--- config.mk ---
export PLATFORM = sky130hd
export DESIGN_NAME = kuz_s_layer_seq
export DESIGN_NICKNAME = d
export VERILOG_FILES = /design/src/rtl/kuz_pkg.sv /design/src/rtl/table_convertion.sv /design/src/rtl/kuz_s_layer_seq.sv
export SDC_FILE = /design/constraint.sdc
export NUM_CORES = 1
export LEC_CHECK = 0
export BUFFER_PORTS_ARGS = -buffer_cell sky130_fd_sc_hd__buf_2
export CAP_MARGIN = 20
export CORE_UTILIZATION = 30
export CTS_CLUSTER_SIZE = 40
export DETAILED_ROUTE_END_ITERATION = 8
export PLACE_DENSITY_LB_ADDON = 0.2
export SETUP_SLACK_MARGIN = 0.05
export SKIP_LAST_GASP = 1
export SLEW_MARGIN = 20
export SYNTH_ARGS = -nofsm -noshare
export SYNTH_HDL_FRONTEND = slang
export SYNTH_SLANG_ARGS = --single-unit
--- constraint.sdc ---
create_clock -name clk -period 4.59 [get_ports clk]
set_clock_uncertainty 0.2 [all_clocks]
set_input_delay 0.2295 -clock clk [delete_from_list [all_inputs] [get_ports clk]]
set_output_delay 0.2295 -clock clk [all_outputs]
set_load 0.02 [all_outputs]
--- src/rtl/kuz_pkg.sv ---
// Shared Kuznyechik definitions: block geometry, S-layer sequencer states
// and a byte-slice helper.
package kuz_pkg;

  localparam int unsigned BLOCK_W = 128;
  localparam int unsigned BYTES   = 16;

  typedef enum logic [1:0] {
    IDLE,
    RUN,
    DONE
  } kuz_fsm_e;

  // Byte idx of a block; byte 0 is the least significant byte.
  function automatic logic [7:0] byte_slice(input logic [BLOCK_W-1:0] blk,
                                            input logic [3:0]         idx);
    return blk[{idx, 3'b000} +: 8];
  endfunction

endpackage

--- src/rtl/table_convertion.sv ---
// Kuznyechik pi substitution: purely combinational 8-bit lookup.
module table_convertion (
  input  logic [7:0] din,
  output logic [7:0] dout
);

  localparam logic [7:0] PI [256] = '{
    8'hFC, 8'hEE, 8'hDD, 8'h11, 8'hCF, 8'h6E, 8'h31, 8'h16, 8'hFB, 8'hC4, 8'hFA, 8'hDA, 8'h23, 8'hC5, 8'h04, 8'h4D,
    8'hE9, 8'h77, 8'hF0, 8'hDB, 8'h93, 8'h2E, 8'h99, 8'hBA, 8'h17, 8'h36, 8'hF1, 8'hBB, 8'h14, 8'hCD, 8'h5F, 8'hC1,
    8'hF9, 8'h18, 8'h65, 8'h5A, 8'hE2, 8'h5C, 8'hEF, 8'h21, 8'h81, 8'h1C, 8'h3C, 8'h42, 8'h8B, 8'h01, 8'h8E, 8'h4F,
    8'h05, 8'h84, 8'h02, 8'hAE, 8'hE3, 8'h6A, 8'h8F, 8'hA0, 8'h06, 8'h0B, 8'hED, 8'h98, 8'h7F, 8'hD4, 8'hD3, 8'h1F,
    8'hEB, 8'h34, 8'h2C, 8'h51, 8'hEA, 8'hC8, 8'h48, 8'hAB, 8'hF2, 8'h2A, 8'h68, 8'hA2, 8'hFD, 8'h3A, 8'hCE, 8'hCC,
    8'hB5, 8'h70, 8'h0E, 8'h56, 8'h08, 8'h0C, 8'h76, 8'h12, 8'hBF, 8'h72, 8'h13, 8'h47, 8'h9C, 8'hB7, 8'h5D, 8'h87,
    8'h15, 8'hA1, 8'h96, 8'h29, 8'h10, 8'h7B, 8'h9A, 8'hC7, 8'hF3, 8'h91, 8'h78, 8'h6F, 8'h9D, 8'h9E, 8'hB2, 8'hB1,
    8'h32, 8'h75, 8'h19, 8'h3D, 8'hFF, 8'h35, 8'h8A, 8'h7E, 8'h6D, 8'h54, 8'hC6, 8'h80, 8'hC3, 8'hBD, 8'h0D, 8'h57,
    8'hDF, 8'hF5, 8'h24, 8'hA9, 8'h3E, 8'hA8, 8'h43, 8'hC9, 8'hD7, 8'h79, 8'hD6, 8'hF6, 8'h7C, 8'h22, 8'hB9, 8'h03,
    8'hE0, 8'h0F, 8'hEC, 8'hDE, 8'h7A, 8'h94, 8'hB0, 8'hBC, 8'hDC, 8'hE8, 8'h28, 8'h50, 8'h4E, 8'h33, 8'h0A, 8'h4A,
    8'hA7, 8'h97, 8'h60, 8'h73, 8'h1E, 8'h00, 8'h62, 8'h44, 8'h1A, 8'hB8, 8'h38, 8'h82, 8'h64, 8'h9F, 8'h26, 8'h41,
    8'hAD, 8'h45, 8'h46, 8'h92, 8'h27, 8'h5E, 8'h55, 8'h2F, 8'h8C, 8'hA3, 8'hA5, 8'h7D, 8'h69, 8'hD5, 8'h95, 8'h3B,
    8'h07, 8'h58, 8'hB3, 8'h40, 8'h86, 8'hAC, 8'h1D, 8'hF7, 8'h30, 8'h37, 8'h6B, 8'hE4, 8'h88, 8'hD9, 8'hE7, 8'h89,
    8'hE1, 8'h1B, 8'h83, 8'h49, 8'h4C, 8'h3F, 8'hF8, 8'hFE, 8'h8D, 8'h53, 8'hAA, 8'h90, 8'hCA, 8'hD8, 8'h85, 8'h61,
    8'h20, 8'h71, 8'h67, 8'hA4, 8'h2D, 8'h2B, 8'h09, 8'h5B, 8'hCB, 8'h9B, 8'h25, 8'hD0, 8'hBE, 8'hE5, 8'h6C, 8'h52,
    8'h59, 8'hA6, 8'h74, 8'hD2, 8'hE6, 8'hF4, 8'hB4, 8'hC0, 8'hD1, 8'h66, 8'hAF, 8'hC2, 8'h39, 8'h4B, 8'h63, 8'hB6
  };

  assign dout = PI[din];

endmodule

--- src/rtl/kuz_s_layer_seq.sv ---
// Kuznyechik S-layer sequencer: substitutes a 128-bit block LANES bytes per
// cycle through shared pi lookups, with valid/ready on both sides.
module kuz_s_layer_seq
  import kuz_pkg::*;
#(
  parameter int unsigned LANES = 2
) (
  input  logic         clk,
  input  logic         rst,
  input  logic         in_valid,
  output logic         in_ready,
  input  logic [127:0] in_data,
  output logic         out_valid,
  input  logic         out_ready,
  output logic [127:0] out_data,
  output logic         busy
);

  localparam int unsigned BEATS = BYTES / LANES;
  localparam int unsigned CW    = (BEATS > 1) ? $clog2(BEATS) : 1;

  if (!(LANES == 1 || LANES == 2 || LANES == 4 || LANES == 8 || LANES == 16)) begin : g_bad_lanes
    $error("kuz_s_layer_seq: LANES must be 1, 2, 4, 8 or 16");
  end

  kuz_fsm_e           fsm, fsm_d;
  logic [CW-1:0]      cnt, cnt_d;
  logic [BLOCK_W-1:0] state_q, state_d;
  logic [7:0]         lane_in  [LANES];
  logic [7:0]         lane_out [LANES];
  logic               last_beat;

  assign last_beat = (cnt == CW'(BEATS - 1));
  assign out_data  = state_q;

  // Lane mux: lane j looks at byte cnt*LANES+j of the working block.
  always_comb begin
    for (int unsigned j = 0; j < LANES; j++) begin
      lane_in[j] = byte_slice(state_q, 4'((32'(cnt) * LANES) + j));
    end
  end

  for (genvar j = 0; j < LANES; j++) begin : g_lane
    table_convertion u_pi (
      .din  (lane_in[j]),
      .dout (lane_out[j])
    );
  end

  // Next-state, beat write-back and handshake outputs.
  always_comb begin
    fsm_d     = fsm;
    cnt_d     = cnt;
    state_d   = state_q;
    in_ready  = 1'b0;
    out_valid = 1'b0;
    busy      = 1'b0;
    unique case (fsm)
      IDLE: begin
        in_ready = 1'b1;
        if (in_valid) begin
          state_d = in_data;
          cnt_d   = '0;
          fsm_d   = RUN;
        end
      end
      RUN: begin
        busy = 1'b1;
        // Write-back decoded per beat so every part-select stays constant.
        for (int unsigned k = 0; k < BEATS; k++) begin
          if (cnt == CW'(k)) begin
            for (int unsigned j = 0; j < LANES; j++) begin
              state_d[((k * LANES) + j) * 8 +: 8] = lane_out[j];
            end
          end
        end
        if (last_beat) begin
          cnt_d = '0;
          fsm_d = DONE;
        end else begin
          cnt_d = cnt + 1'b1;
        end
      end
      DONE: begin
        out_valid = 1'b1;
        in_ready  = out_ready;
        if (out_ready) begin
          if (in_valid) begin
            state_d = in_data;
            cnt_d   = '0;
            fsm_d   = RUN;
          end else begin
            fsm_d = IDLE;
          end
        end
      end
      default: fsm_d = IDLE;
    endcase
    if (rst) begin
      in_ready  = 1'b0;
      out_valid = 1'b0;
    end
  end

  // State, beat counter and working block registers.
  always_ff @(posedge clk) begin
    if (rst) begin
      fsm     <= IDLE;
      cnt     <= '0;
      state_q <= '0;
    end else begin
      fsm     <= fsm_d;
      cnt     <= cnt_d;
      state_q <= state_d;
    end
  end

endmodule

**Word level (Yosys, flattened, before mapping)**

Memory sizes are Yosys's and may differ from the RTL's.
Cells that the tools add are included.

- Register bits: 133
- Latch bits: 0
- Bits in writable memories: 0
- Memory bits (read-only): 4096
- Bits of input ports: 132
- Output and inout port bits: 131
- Logic and storage cells: 81
- Memories: 2

- Add/sub/neg operators: 2
- Multipliers: 0
- Div/mod/pow operators: 0
- $lt $le $gt $ge: 2
- Equal/unequal tests: 19
- Shift operators: 2
- Muxes and demuxes: 29
- Bitwise logic cells: 2
- Reductions and logical operators: 13

Memories:

| name | words | width | read ports | clocked after memory_dff | write ports | line | RTL |
|---|---|---|---|---|---|---|---|
| (no name shown) | 256 | 8 | 1 | 0 | 0 | table_convertion.sv:26 | `assign dout = PI[din];` |
| (no name shown) | 256 | 8 | 1 | 0 | 0 | table_convertion.sv:26 |  |

Operators with widths:

| operator | number |
|---|---|
| 128-bit one-hot mux with 3 select lines | 1 |
| 128-bit two-way mux | 2 |
| 128-bit by 8-bit indexed part select with 8-bit output | 2 |
| 16-bit two-way mux | 8 |
| 8-bit two-way mux | 4 |
| 3-bit AND reduction | 9 |
| 2-bit inequality test (second input constant) | 10 |
| 9-bit greater-or-equal comparator (second input constant) | 2 |
| 8-bit inverter with 9-bit output | 2 |
| 3-bit == test (second input constant) | 4 |
| 3-bit two-way mux | 3 |
| 3-bit one-hot mux with 3 select lines | 1 |
| 3-bit by 2-bit == test with 1-bit output (second input constant) | 2 |
| 2-bit two-way mux | 3 |
| 2-bit one-hot mux with 3 select lines | 1 |
| 1-bit two-way mux | 5 |
| 4-bit by 1-bit adder with 4-bit output (second input constant) | 1 |
| 3-bit by 1-bit adder with 3-bit output (second input constant) | 1 |
| 3-bit by 1-bit == test with 1-bit output (second input constant) | 1 |
| 3-bit zero test | 1 |
| 3-bit nonzero test | 1 |
| 2-bit by 1-bit == test with 1-bit output (second input constant) | 1 |
| 2-bit == test (second input constant) | 1 |
| 2-bit zero test | 1 |
| other kinds (2) | 2 |

**Logic depth before layout (Yosys ltp)**

Gate-level depths: netlist of the first run.

- Depth after elaboration: 8
- Depth in mapped cells: 17
- Mapped depth without buffers: 13

**By module**

A second synthesis of the first run with hierarchy kept.

- Cell total of the unflattened synthesis: 1872
- Area, all modules: 14167.3 µm²

By module, submodules not included:

| module | instances | cells each | area an instance (µm²) |
|---|---|---|---|
| kuz_s_layer_seq | 1 | 750 | 7444.6 |
| table_convertion (g_lane[0].u_pi) | 1 | 580 | 3439.5 |
| table_convertion (g_lane[1].u_pi) | 1 | 542 | 3283.1 |

**Worst setup path after synthesis of the first run**

OpenSTA, ideal clock, no wires.

- Kind: register -> register
- Start: register cnt[1]
- End: register state_q[13] (netlist: out_data[13])
- Arrival time: 3.963 ns
- Slack: 0.285 ns
- Stages on the path, launching flop included: 15
- Path buffers: 2
- Clock period less this slack: 4.305 ns
- Cells stage by stage: dfxtp_1 buf_6 mux4_2 mux2i_1 ha_1 clkbuf_1 inv_1 mux2i_1 a22o_1 a221o_1 a22oi_1 o32ai_1 o211a_1 a311oi_4 a311oi_1

- Longest elaborated chain between the ends: 8
- Elaborated cells between the ends (all ways): 11

Ends and longest elaborated chain:

| what | line | RTL |
|---|---|---|
| start, declared | kuz_s_layer_seq.sv:27 | `logic [CW-1:0] cnt, cnt_d;` |
| start signal, assigned | kuz_s_layer_seq.sv:113 | `cnt <= cnt_d;` |
| 4-bit by 1-bit adder with 4-bit output | kuz_s_layer_seq.sv:39 | `lane_in[j] = byte_slice(state_q, 4'((32'(cnt) * LANES) + j));` |
| 128-bit by 8-bit indexed part select with 8-bit output | kuz_pkg.sv:17 | `return blk[{idx, 3'b000} +: 8];` |
| 8-bit inverter with 9-bit output (not written as such) | table_convertion.sv:26 |  |
| memory 256 x 8 bit | - |  |
| 8-bit two-way mux (not written as such) (2 in a row) | table_convertion.sv:26 |  |
| 16-bit two-way mux | kuz_s_layer_seq.sv:71 | `if (cnt == CW'(k)) begin` |
| 128-bit one-hot mux with 3 select lines | kuz_s_layer_seq.sv:58 | `unique case (fsm)` |
| end signal, assigned | kuz_s_layer_seq.sv:114 | `state_q <= state_d;` |
| end, declared | kuz_s_layer_seq.sv:28 | `logic [BLOCK_W-1:0] state_q, state_d;` |

Parallel ways exist; a longest one is shown, timed or not. The select of a mux whose other input is x is not followed.
A chain may end at the register's enable or synchronous reset.

**Worst setup path in the final report of the first run**

- Start: register cnt[0]
- End: register state_q[11] (netlist: out_data[11])

The elaborated chain is that of the path after synthesis.

==> report_table.html, run 1 <==
<table>
<tr><th>Metric</th><th>Value</th></tr>
<tr><th colspan="2">Outcome</th></tr>
<tr><td>Run status</td><td>complete, but fails checks</td></tr>
<tr><td>Violated checks</td><td>DRC</td></tr>
<tr><th colspan="2">CTS</th></tr>
<tr><td>CTS tree</td><td>done</td></tr>
<tr><td>Bufs on Longest Clock Path</td><td>2</td></tr>
<tr><td>Clk Tree Root Cell</td><td>clkbuf_16</td></tr>
<tr><td>Clock-pin slew on the worst setup and hold paths</td><td>0.06 ns</td></tr>
<tr><td>H-tree Lvls</td><td>4</td></tr>
<tr><td>Number of clock sinks</td><td>133</td></tr>
<tr><td>Latest clock arrival within the worst-skew pair</td><td>0.43 ns</td></tr>
<tr><td>Total clock buffers created by CTS</td><td>17</td></tr>
<tr><td>Number of buffers added for setup after CTS</td><td>0</td></tr>
<tr><th colspan="2">Power and ir drop</th></tr>
<tr><td>Combinational share of power</td><td>0.637</td></tr>
<tr><td>Switching portion of total power</td><td>0.502</td></tr>
<tr><td>Peak VDD IR</td><td>265 µV</td></tr>
<tr><td>Internal power contribution</td><td>3.93 mW</td></tr>
<tr><td>Net load switching power</td><td>3.96 mW</td></tr>
<tr><td>Static Leakage</td><td>7.40 nW</td></tr>
<tr><td>Part of the total power dissipated in sequential elements</td><td>0.188</td></tr>
<tr><td>Clk network pwr share</td><td>0.175</td></tr>
<tr><td>Areal power density over the cells</td><td>438 nW/µm²</td></tr>
<tr><td>Final Total Pwr</td><td>7.89 mW</td></tr>
<tr><th colspan="2">Global routing</th></tr>
<tr><td>First-pass GRT wire length</td><td>114 mm</td></tr>
<tr><td>Largest net degree at the start of global routing</td><td>101</td></tr>
<tr><td>Antenna violations before repair</td><td>0</td></tr>
<tr><td>Overall routing resource usage</td><td>0.339</td></tr>
<tr><td>Global route total overflow</td><td>0</td></tr>
<tr><td>Number of global-route vias before repair</td><td>17006</td></tr>
<tr><th colspan="2">Cells and area</th></tr>
<tr><td>Antenna cell count</td><td>0</td></tr>
<tr><td>Fill cell instance count of the final layout</td><td>4332</td></tr>
<tr><td>Area growth from synthesis to layout</td><td>37.3%</td></tr>
<tr><td>Layout net count</td><td>2440</td></tr>
<tr><td>Finished Core Util</td><td>0.418</td></tr>
<tr><td>Fraction of final layout cells with drive strength greater than 1</td><td>0.258</td></tr>
<tr><th colspan="2">STA</th></tr>
<tr><td>Final-report max-slew violation count</td><td>0</td></tr>
<tr><td>Headroom to the max-slew limit</td><td>0.235</td></tr>
<tr><td>Final total negative setup slack</td><td>0 ns</td></tr>
<tr><td>Setup repair after global routing missed its margin</td><td>false</td></tr>
<tr><td>Highest achievable clock rate</td><td>228 MHz</td></tr>
<tr><td>Final period util</td><td>0.954</td></tr>
<tr><td>Hold violation count in the final report</td><td>0</td></tr>
<tr><td>Slew at the pin closest to its max-slew limit</td><td>1.14 ns</td></tr>
<tr><td>Final count of negative-setup-slack endpoints</td><td>0</td></tr>
<tr><td>Shortest period the worst path allows</td><td>4.38 ns</td></tr>
<tr><th colspan="2">Drt</th></tr>
<tr><td>First-pass iteration count of the detailed router</td><td>9</td></tr>
<tr><td>Total DRC errors in the routed layout</td><td>1</td></tr>
<tr><td>Antenna Nets Post-Route</td><td>0</td></tr>
<tr><td>Detailed Route WL</td><td>77.8 mm</td></tr>
<tr><td>Avg WL per Cell</td><td>27.1 µm</td></tr>
<tr><td>Routed via count divided by cell count</td><td>6.36</td></tr>
<tr><td>DR iter-0 viols</td><td>2863</td></tr>
<tr><td>Detailed-route via count</td><td>18271</td></tr>
<tr><th colspan="2">Synth</th></tr>
<tr><td>Predominant post-synthesis flop cell</td><td>dfxtp_1</td></tr>
<tr><td>Cells taking the most area after synthesis</td><td>dfxtp_1, a311oi_1, nand2_1, nor2_1, a21oi_1</td></tr>
<tr><td>Synth top area share</td><td>0.203</td></tr>
<tr><td>Post-synth EDFFs</td><td>0</td></tr>
<tr><td>Count of yosys warnings during synthesis</td><td>0</td></tr>
<tr><td>Sequential area share after synthesis</td><td>0.203</td></tr>
<tr><td>Mean Syn Cell Area</td><td>7.07 µm²</td></tr>
<tr><td>Number of nets produced by synthesis</td><td>2021</td></tr>
<tr><td>Instance count of the mapped netlist</td><td>1855</td></tr>
<tr><td>Async set or reset register ratio after synthesis</td><td>0</td></tr>
<tr><td>Flop and latch count out of synthesis</td><td>133</td></tr>
<tr><td>Netlist area before placement</td><td>13100 µm²</td></tr>
<tr><td>Count of different cell masters after synthesis</td><td>87</td></tr>
<tr><td>Cell type with the largest total area after synthesis</td><td>dfxtp_1</td></tr>
<tr><th colspan="2">Worst hold path</th></tr>
<tr><td>Type of the worst min-delay path</td><td>primary input to register</td></tr>
<tr><th colspan="2">Worst setup path</th></tr>
<tr><td>CP Class</td><td>register to register</td></tr>
<tr><td>Required time reported for the critical path endpoint</td><td>4.72 ns</td></tr>
<tr><td>Arrival time of the worst setup path</td><td>4.51 ns</td></tr>
<tr><td>Critical Path Source Type</td><td>register</td></tr>
<tr><td>Maximum fanout along the worst path</td><td>11</td></tr>
<tr><td>R2r setup slk</td><td>0.21 ns</td></tr>
<tr><td>Critical Path End Type</td><td>register</td></tr>
<tr><th colspan="2">Die</th></tr>
<tr><td>Die X-Extent</td><td>211 µm</td></tr>
<tr><td>Die Outline Area</td><td>44600 µm²</td></tr>
<tr><td>DIE HEIGHT</td><td>211 µm</td></tr>
<tr><td>Placeable core region</td><td>43100 µm²</td></tr>
<tr><td>Effective utilization at floorplan</td><td>0.305</td></tr>
<tr><td>Num rows</td><td>76</td></tr>
<tr><td>IO Pins</td><td>263</td></tr>
<tr><th colspan="2">Placement</th></tr>
<tr><td>Final weighted congestion in routability-driven placement</td><td>1.09</td></tr>
<tr><td>Port Buffers</td><td>262</td></tr>
<tr><td>HPWL after detailed placement</td><td>56.4 mm</td></tr>
<tr><th colspan="2">Flow run</th></tr>
<tr><td>Number of maximum-capacitance constraint violations</td><td>0</td></tr>
</table>
==> layout make-up <==
cell class              count  area, µm²  share of cell area
clock buffers              25        495              0.0275
clock inverters             7       93.8             0.00521
inverters                  32        120             0.00667
multi-input cells        1488       9490               0.527
flip-flops and latches    133       2670               0.148
well taps                 585        732              0.0406
repair buffers            602       4410               0.245
==> per-layer routing <==
metal	vias up	global-route usage	wire, µm
met4	0	0.133	3350
met5	-	0	0
met2	1488	0.497	32700
li1	7920	-	-
met1	8610	0.472	32200
met3	253	0.0839	9520
==> final timing paths <==
| kind | depth (start not counted) | startpoint | to |
|---|---|---|---|
| hold reg to reg | 2 | out_data[120]$_SDFFE_PP0P_ | out_data[120]$_SDFFE_PP0P_ |
| setup / recovery | 13 | cnt[0]$_SDFFE_PP0P_ | out_data[11]$_SDFFE_PP0P_ |
| setup reg to reg | 13 | cnt[0]$_SDFFE_PP0P_ | out_data[11]$_SDFFE_PP0P_ |
| hold / removal | 4 | in_data[16] | out_data[16]$_SDFFE_PP0P_ |
==> flip-flops by register name, summed over array words and instances (netlist names) <==
signal / cells
out_data: 128
cnt: 3
fsm: 2
==> critical path, cell delays in order, from the launching register on <==
cell and delay, ns:
dfxtp_2 0.53, buf_4 0.26, mux4_2 0.36, mux2i_4 0.35, inv_2 0.15, ha_1 0.25
buf_4 0.21, o21ai_0 0.62, a21oi_1 0.19, o311ai_0 0.40, a21o_1 0.14, a31oi_2 0.14
buf_12 0.19, a311oi_1 0.26
==> power groups by stage <==
stage	Combinational, mW	Clock (mW)	Sequential (mW)
3_5_place_dp	4.68	0	1.50
3_3_place_gp	4.76	0	1.50
6_report	5.03	1.38	1.48
5_1_grt	5.19	1.44	1.50
4_1_cts	4.78	1.40	1.48
2_1_floorplan	2.48	0	1.62
==> cell usage in the layout (no fill, tap or decap), drive strengths merged, types with 11 or more instances in the layout <==
cell type    Yosys  final
nor2           252    252
a22oi           13     13
a311oi         132    132
nand3           58     58
dlygate4sd3      0    123
o22ai           18     18
a21oi          134    134
ha              34     34
dfxtp          133    133
nand4           11     11
mux2i           25     25
o221ai          14     14
a221oi          15     15
o32ai           15     15
mux4            26     26
o211ai          28     28
o21ai          118    118
a31oi           38     38
nand2          261    261
nor3            48     48
mux2            13     13
buf             75    479
o311ai          18     18
o31ai           14     14
a211oi          39     39
inv             31     32
nand2b          12     12
clkbuf         127     25
==> cells by family (layout without fill, tap and decap cells) <==
logic type	count (synthesis)	count (layout)	share of synthesized area
simple gates	694	694	0.226
mux	64	64	0.0801
compound gates	693	693	0.379
buf+inv	234	666	0.0782
xor+xnor	3	3	0.00200
fa+ha+maj	34	34	0.0324
flops	133	133	0.203
==> synth_stat cells (12+ instances only) <==
library cell  count
ha_1             34
o221ai_1         14
o31ai_1          14
mux4_2           25
mux2i_1          19
clkbuf_1        127
a22oi_1          12
o21ai_0         115
nand2_1         260
a221oi_1         15
inv_1            26
dfxtp_1         133
a311oi_1        131
o32ai_1          15
a211oi_1         38
nand3_1          57
o22ai_1          18
o211ai_1         28
nor2_1          251
nand2b_1         12
nor3_1           47
o311ai_0         17
a21oi_1         130
buf_2            58
a31oi_1          37
==> timing repair <==
action,in CTS,in global routing
hold buffers,123,0
endpoints found under the hold margin,123,0
pin swaps,0,0
resized for setup,1,3
endpoints found under the setup margin,8,56
==> per-stage QoR <==
stage	cells	setup WS, ns	area (µm²)	hold WS (ns)
floorplan	1855	0.285	13100	0.182
global placement	2717	-0.0829	16200	0.295
detailed placement	2717	0.0169	16200	0.295
CTS	2872	0.116	18000	0.00139
global route	2872	0.0909	18000	0.0427
finish	2872	0.210	18000	0.0184
Power figures use the tool's default switching activity.
==> inputs of run 2 (changes only) <==
- CTS_BUF_LIST: default -> sky130_fd_sc_hd__clkbuf_16
==> run 2 against run 1 <==
The flow now finishes without violations. Largest cell class unchanged. Total power down 1.1%. Final cell count unchanged. Utilization down 0.093 points. First-iteration DRC count shrank 2.1%. Setup slack worse by 0.011 ns. Highest routed layer unchanged. Wire length down 0.28%. Cell area fell by 0.22%.
==> report_table.html, run 2 (same netlist as run 1, synthesis figures left out) <==
<table>
<tr><th>Metric</th><th>Value</th></tr>
<tr><th colspan="2">CTS</th></tr>
<tr><td>H-tree Lvls</td><td>4</td></tr>
<tr><td>Number of clock sinks</td><td>133</td></tr>
<tr><td>Latest clock arrival within the worst-skew pair</td><td>0.43 ns</td></tr>
<tr><td>Clock-pin slew on the worst setup and hold paths</td><td>0.06 ns</td></tr>
<tr><td>Clk Tree Root Cell</td><td>clkbuf_16</td></tr>
<tr><td>Bufs on Longest Clock Path</td><td>2</td></tr>
<tr><td>Number of buffers added for setup after CTS</td><td>0</td></tr>
<tr><td>CTS tree</td><td>done</td></tr>
<tr><td>Total clock buffers created by CTS</td><td>17</td></tr>
<tr><th colspan="2">Worst setup path</th></tr>
<tr><td>Critical path cell sequence</td><td>buf_4, buf_4, mux4_2, mux2_4, buf_4, nand3_2, buf_4, nor2_1, nor3b_1, o311ai_0, buf_4, nand4_1, buf_4, o32ai_1</td></tr>
<tr><td>CP most frequent cell</td><td>buf_4</td></tr>
<tr><td>Slowest Stage Delay on Critical Path</td><td>0.66 ns</td></tr>
<tr><td>Arrival time of the worst setup path</td><td>4.52 ns</td></tr>
<tr><td>Maximum fanout along the worst path</td><td>22</td></tr>
<tr><td>Critical Path Source Type</td><td>register</td></tr>
<tr><td>CP delay by family, top</td><td>buffers and inverters</td></tr>
<tr><td>CP Class</td><td>register to register</td></tr>
<tr><td>Worst path slowest cell</td><td>o311ai_0</td></tr>
<tr><td>Critical Path End Type</td><td>register</td></tr>
<tr><td>Critical path buffer and inverter count</td><td>6</td></tr>
<tr><td>Required time reported for the critical path endpoint</td><td>4.72 ns</td></tr>
<tr><th colspan="2">Power and ir drop</th></tr>
<tr><td>Peak VDD IR</td><td>261 µV</td></tr>
<tr><td>Internal power contribution</td><td>3.85 mW</td></tr>
<tr><td>Net load switching power</td><td>3.95 mW</td></tr>
<tr><td>Switching portion of total power</td><td>0.506</td></tr>
<tr><td>Areal power density over the cells</td><td>434 nW/µm²</td></tr>
<tr><td>Part of the total power dissipated in sequential elements</td><td>0.190</td></tr>
<tr><td>Clk network pwr share</td><td>0.166</td></tr>
<tr><td>Combinational share of power</td><td>0.644</td></tr>
<tr><td>Static Leakage</td><td>7.39 nW</td></tr>
<tr><th colspan="2">Drt</th></tr>
<tr><td>Routed via count divided by cell count</td><td>6.38</td></tr>
<tr><td>DR iter-0 viols</td><td>2802</td></tr>
<tr><td>Detailed-route via count</td><td>18326</td></tr>
<tr><td>Avg WL per Cell</td><td>27.0 µm</td></tr>
<tr><td>First-pass iteration count of the detailed router</td><td>8</td></tr>
<tr><td>Detailed Route WL</td><td>77.6 mm</td></tr>
<tr><td>Antenna Nets Post-Route</td><td>0</td></tr>
<tr><td>Total DRC errors in the routed layout</td><td>0</td></tr>
<tr><th colspan="2">Global routing</th></tr>
<tr><td>Largest net degree at the start of global routing</td><td>101</td></tr>
<tr><td>Routing usage on met1</td><td>0.472</td></tr>
<tr><td>GR peak layer</td><td>met2</td></tr>
<tr><td>First-pass GRT wire length</td><td>114 mm</td></tr>
<tr><td>Global route total overflow</td><td>0</td></tr>
<tr><td>Met3 GRT Util</td><td>0.0828</td></tr>
<tr><td>Overall routing resource usage</td><td>0.339</td></tr>
<tr><td>Number of global-route vias before repair</td><td>16984</td></tr>
<tr><td>GR Util met2</td><td>0.497</td></tr>
<tr><td>Antenna violations before repair</td><td>0</td></tr>
<tr><th colspan="2">Placement</th></tr>
<tr><td>Port Buffers</td><td>262</td></tr>
<tr><td>Placed Instances</td><td>2717</td></tr>
<tr><td>HPWL after detailed placement</td><td>56.4 mm</td></tr>
<tr><td>Placement Cell Area</td><td>16200 µm²</td></tr>
<tr><td>Final weighted congestion in routability-driven placement</td><td>1.09</td></tr>
<tr><th colspan="2">STA</th></tr>
<tr><td>Shortest period the worst path allows</td><td>4.39 ns</td></tr>
<tr><td>Final period util</td><td>0.957</td></tr>
<tr><td>Hold violation count in the final report</td><td>0</td></tr>
<tr><td>Setup repair after global routing missed its margin</td><td>false</td></tr>
<tr><td>Slew at the pin closest to its max-slew limit</td><td>1.17 ns</td></tr>
<tr><td>Headroom to the max-slew limit</td><td>0.215</td></tr>
<tr><td>Highest achievable clock rate</td><td>228 MHz</td></tr>
<tr><td>Final count of negative-setup-slack endpoints</td><td>0</td></tr>
<tr><td>Final-report max-slew violation count</td><td>0</td></tr>
<tr><th colspan="2">Die</th></tr>
<tr><td>Placeable core region</td><td>43100 µm²</td></tr>
<tr><td>Die Outline Area</td><td>44600 µm²</td></tr>
<tr><td>Effective utilization at floorplan</td><td>0.305</td></tr>
<tr><td>IO Pins</td><td>263</td></tr>
<tr><td>Num rows</td><td>76</td></tr>
<tr><td>DIE HEIGHT</td><td>211 µm</td></tr>
<tr><td>Die X-Extent</td><td>211 µm</td></tr>
<tr><th colspan="2">Cells and area</th></tr>
<tr><td>Commonest non-fill, non-tap cells in the layout</td><td>buf_2, nand2_1, nor2_1</td></tr>
<tr><td>Fin area</td><td>18000 µm²</td></tr>
<tr><td>Commonest non-fill, non-tap cell in the layout</td><td>buf_2</td></tr>
<tr><td>Max FFs per register</td><td>128</td></tr>
<tr><td>Area growth from synthesis to layout</td><td>37.0%</td></tr>
<tr><td>Count of non-filler cells in the finished layout</td><td>2872</td></tr>
<tr><td>Antenna cell count</td><td>0</td></tr>
<tr><td>Layout net count</td><td>2440</td></tr>
<tr><td>Fraction of final layout cells with drive strength greater than 1</td><td>0.256</td></tr>
<tr><th colspan="2">Flow run</th></tr>
<tr><td>Number of maximum-capacitance constraint violations</td><td>0</td></tr>
<tr><th colspan="2">Worst hold path</th></tr>
<tr><td>Type of the worst min-delay path</td><td>primary input to register</td></tr>
<tr><th colspan="2">Outcome</th></tr>
<tr><td>Run status</td><td>complete, no violations</td></tr>
</table>
==> run 2: cell count changes in the layout (fill, tap and decap cells not counted) <==
cell | previous run | this run
clkbuf_8 | 4 | 0
clkinv_1 | 1 | 5
clkbuf_1 | 4 | 0
inv_1 | 26 | 30
==> run 2: stage by stage <==
step	utilization	hold slack [ns]	total power [mW]	setup slack, ns	setup TNS [ns]
floorplan	-	0.182	4.10	0.285	0
global placement	0.376	0.295	6.26	-0.0829	-0.546
detailed placement	0.376	0.295	6.18	0.0169	0
CTS	0.417	0.00646	7.57	0.116	0
global route	0.417	0.0443	8.05	0.0903	0
finish	0.417	0.0276	7.80	0.199	0
==> run 2: layer usage <==
metal / vias to the layer above / wire (µm)
li1: 7920 / -
met4: 0 / 3250
met1: 8672 / 32400
met5: - / 0
met2: 1486 / 32700
met3: 248 / 9220
==> run 2: worst paths after layout <==
check                           slack [ns]                       start  cells past startpoint                          to
worst max-delay path                  0.20         cnt[0]$_SDFFE_PP0P_                     14    out_data[8]$_SDFFE_PP0P_
worst max register to register        0.20         cnt[0]$_SDFFE_PP0P_                     14    out_data[8]$_SDFFE_PP0P_
worst min-delay path                  0.03                 in_data[16]                      4   out_data[16]$_SDFFE_PP0P_
worst min register to register        0.30  out_data[120]$_SDFFE_PP0P_                      2  out_data[120]$_SDFFE_PP0P_
==> run 2: final cells by class <==
type	count	area, µm²
Fill cell	4336	25100
Multi-Input combinational cell	1488	9490
Timing Repair Buffer	602	4410
Sequential cell	133	2670
Tap cell	585	732
Clock buffer	17	425
Clock inverter	15	124
Inverter	32	120
==> run 2: timing repair <==
item,CTS,global route
hold buffers,123,0
hold endpoints to repair,123,0
setup endpoints to repair,8,56
resized for setup,1,3
==> run 2: worst reg2reg max path: cells and delay by family, from the launching register on <==
family,cells,cell delay [ns]
buffers and inverters,6,1.37
AOI/OAI and AO/OA,2,0.78
muxes,2,0.67
DFF,1,0.53
and+or+nand+nor,4,0.75
==> run 2: power by group through the flow <==
stage / clock network, mW / registers, mW / logic (mW)
2_1_floorplan: 0 / 1.62 / 2.48
5_1_grt: 1.36 / 1.50 / 5.19
4_1_cts: 1.31 / 1.48 / 4.77
3_5_place_dp: 0 / 1.50 / 4.68
6_report: 1.30 / 1.48 / 5.02
3_3_place_gp: 0 / 1.50 / 4.76
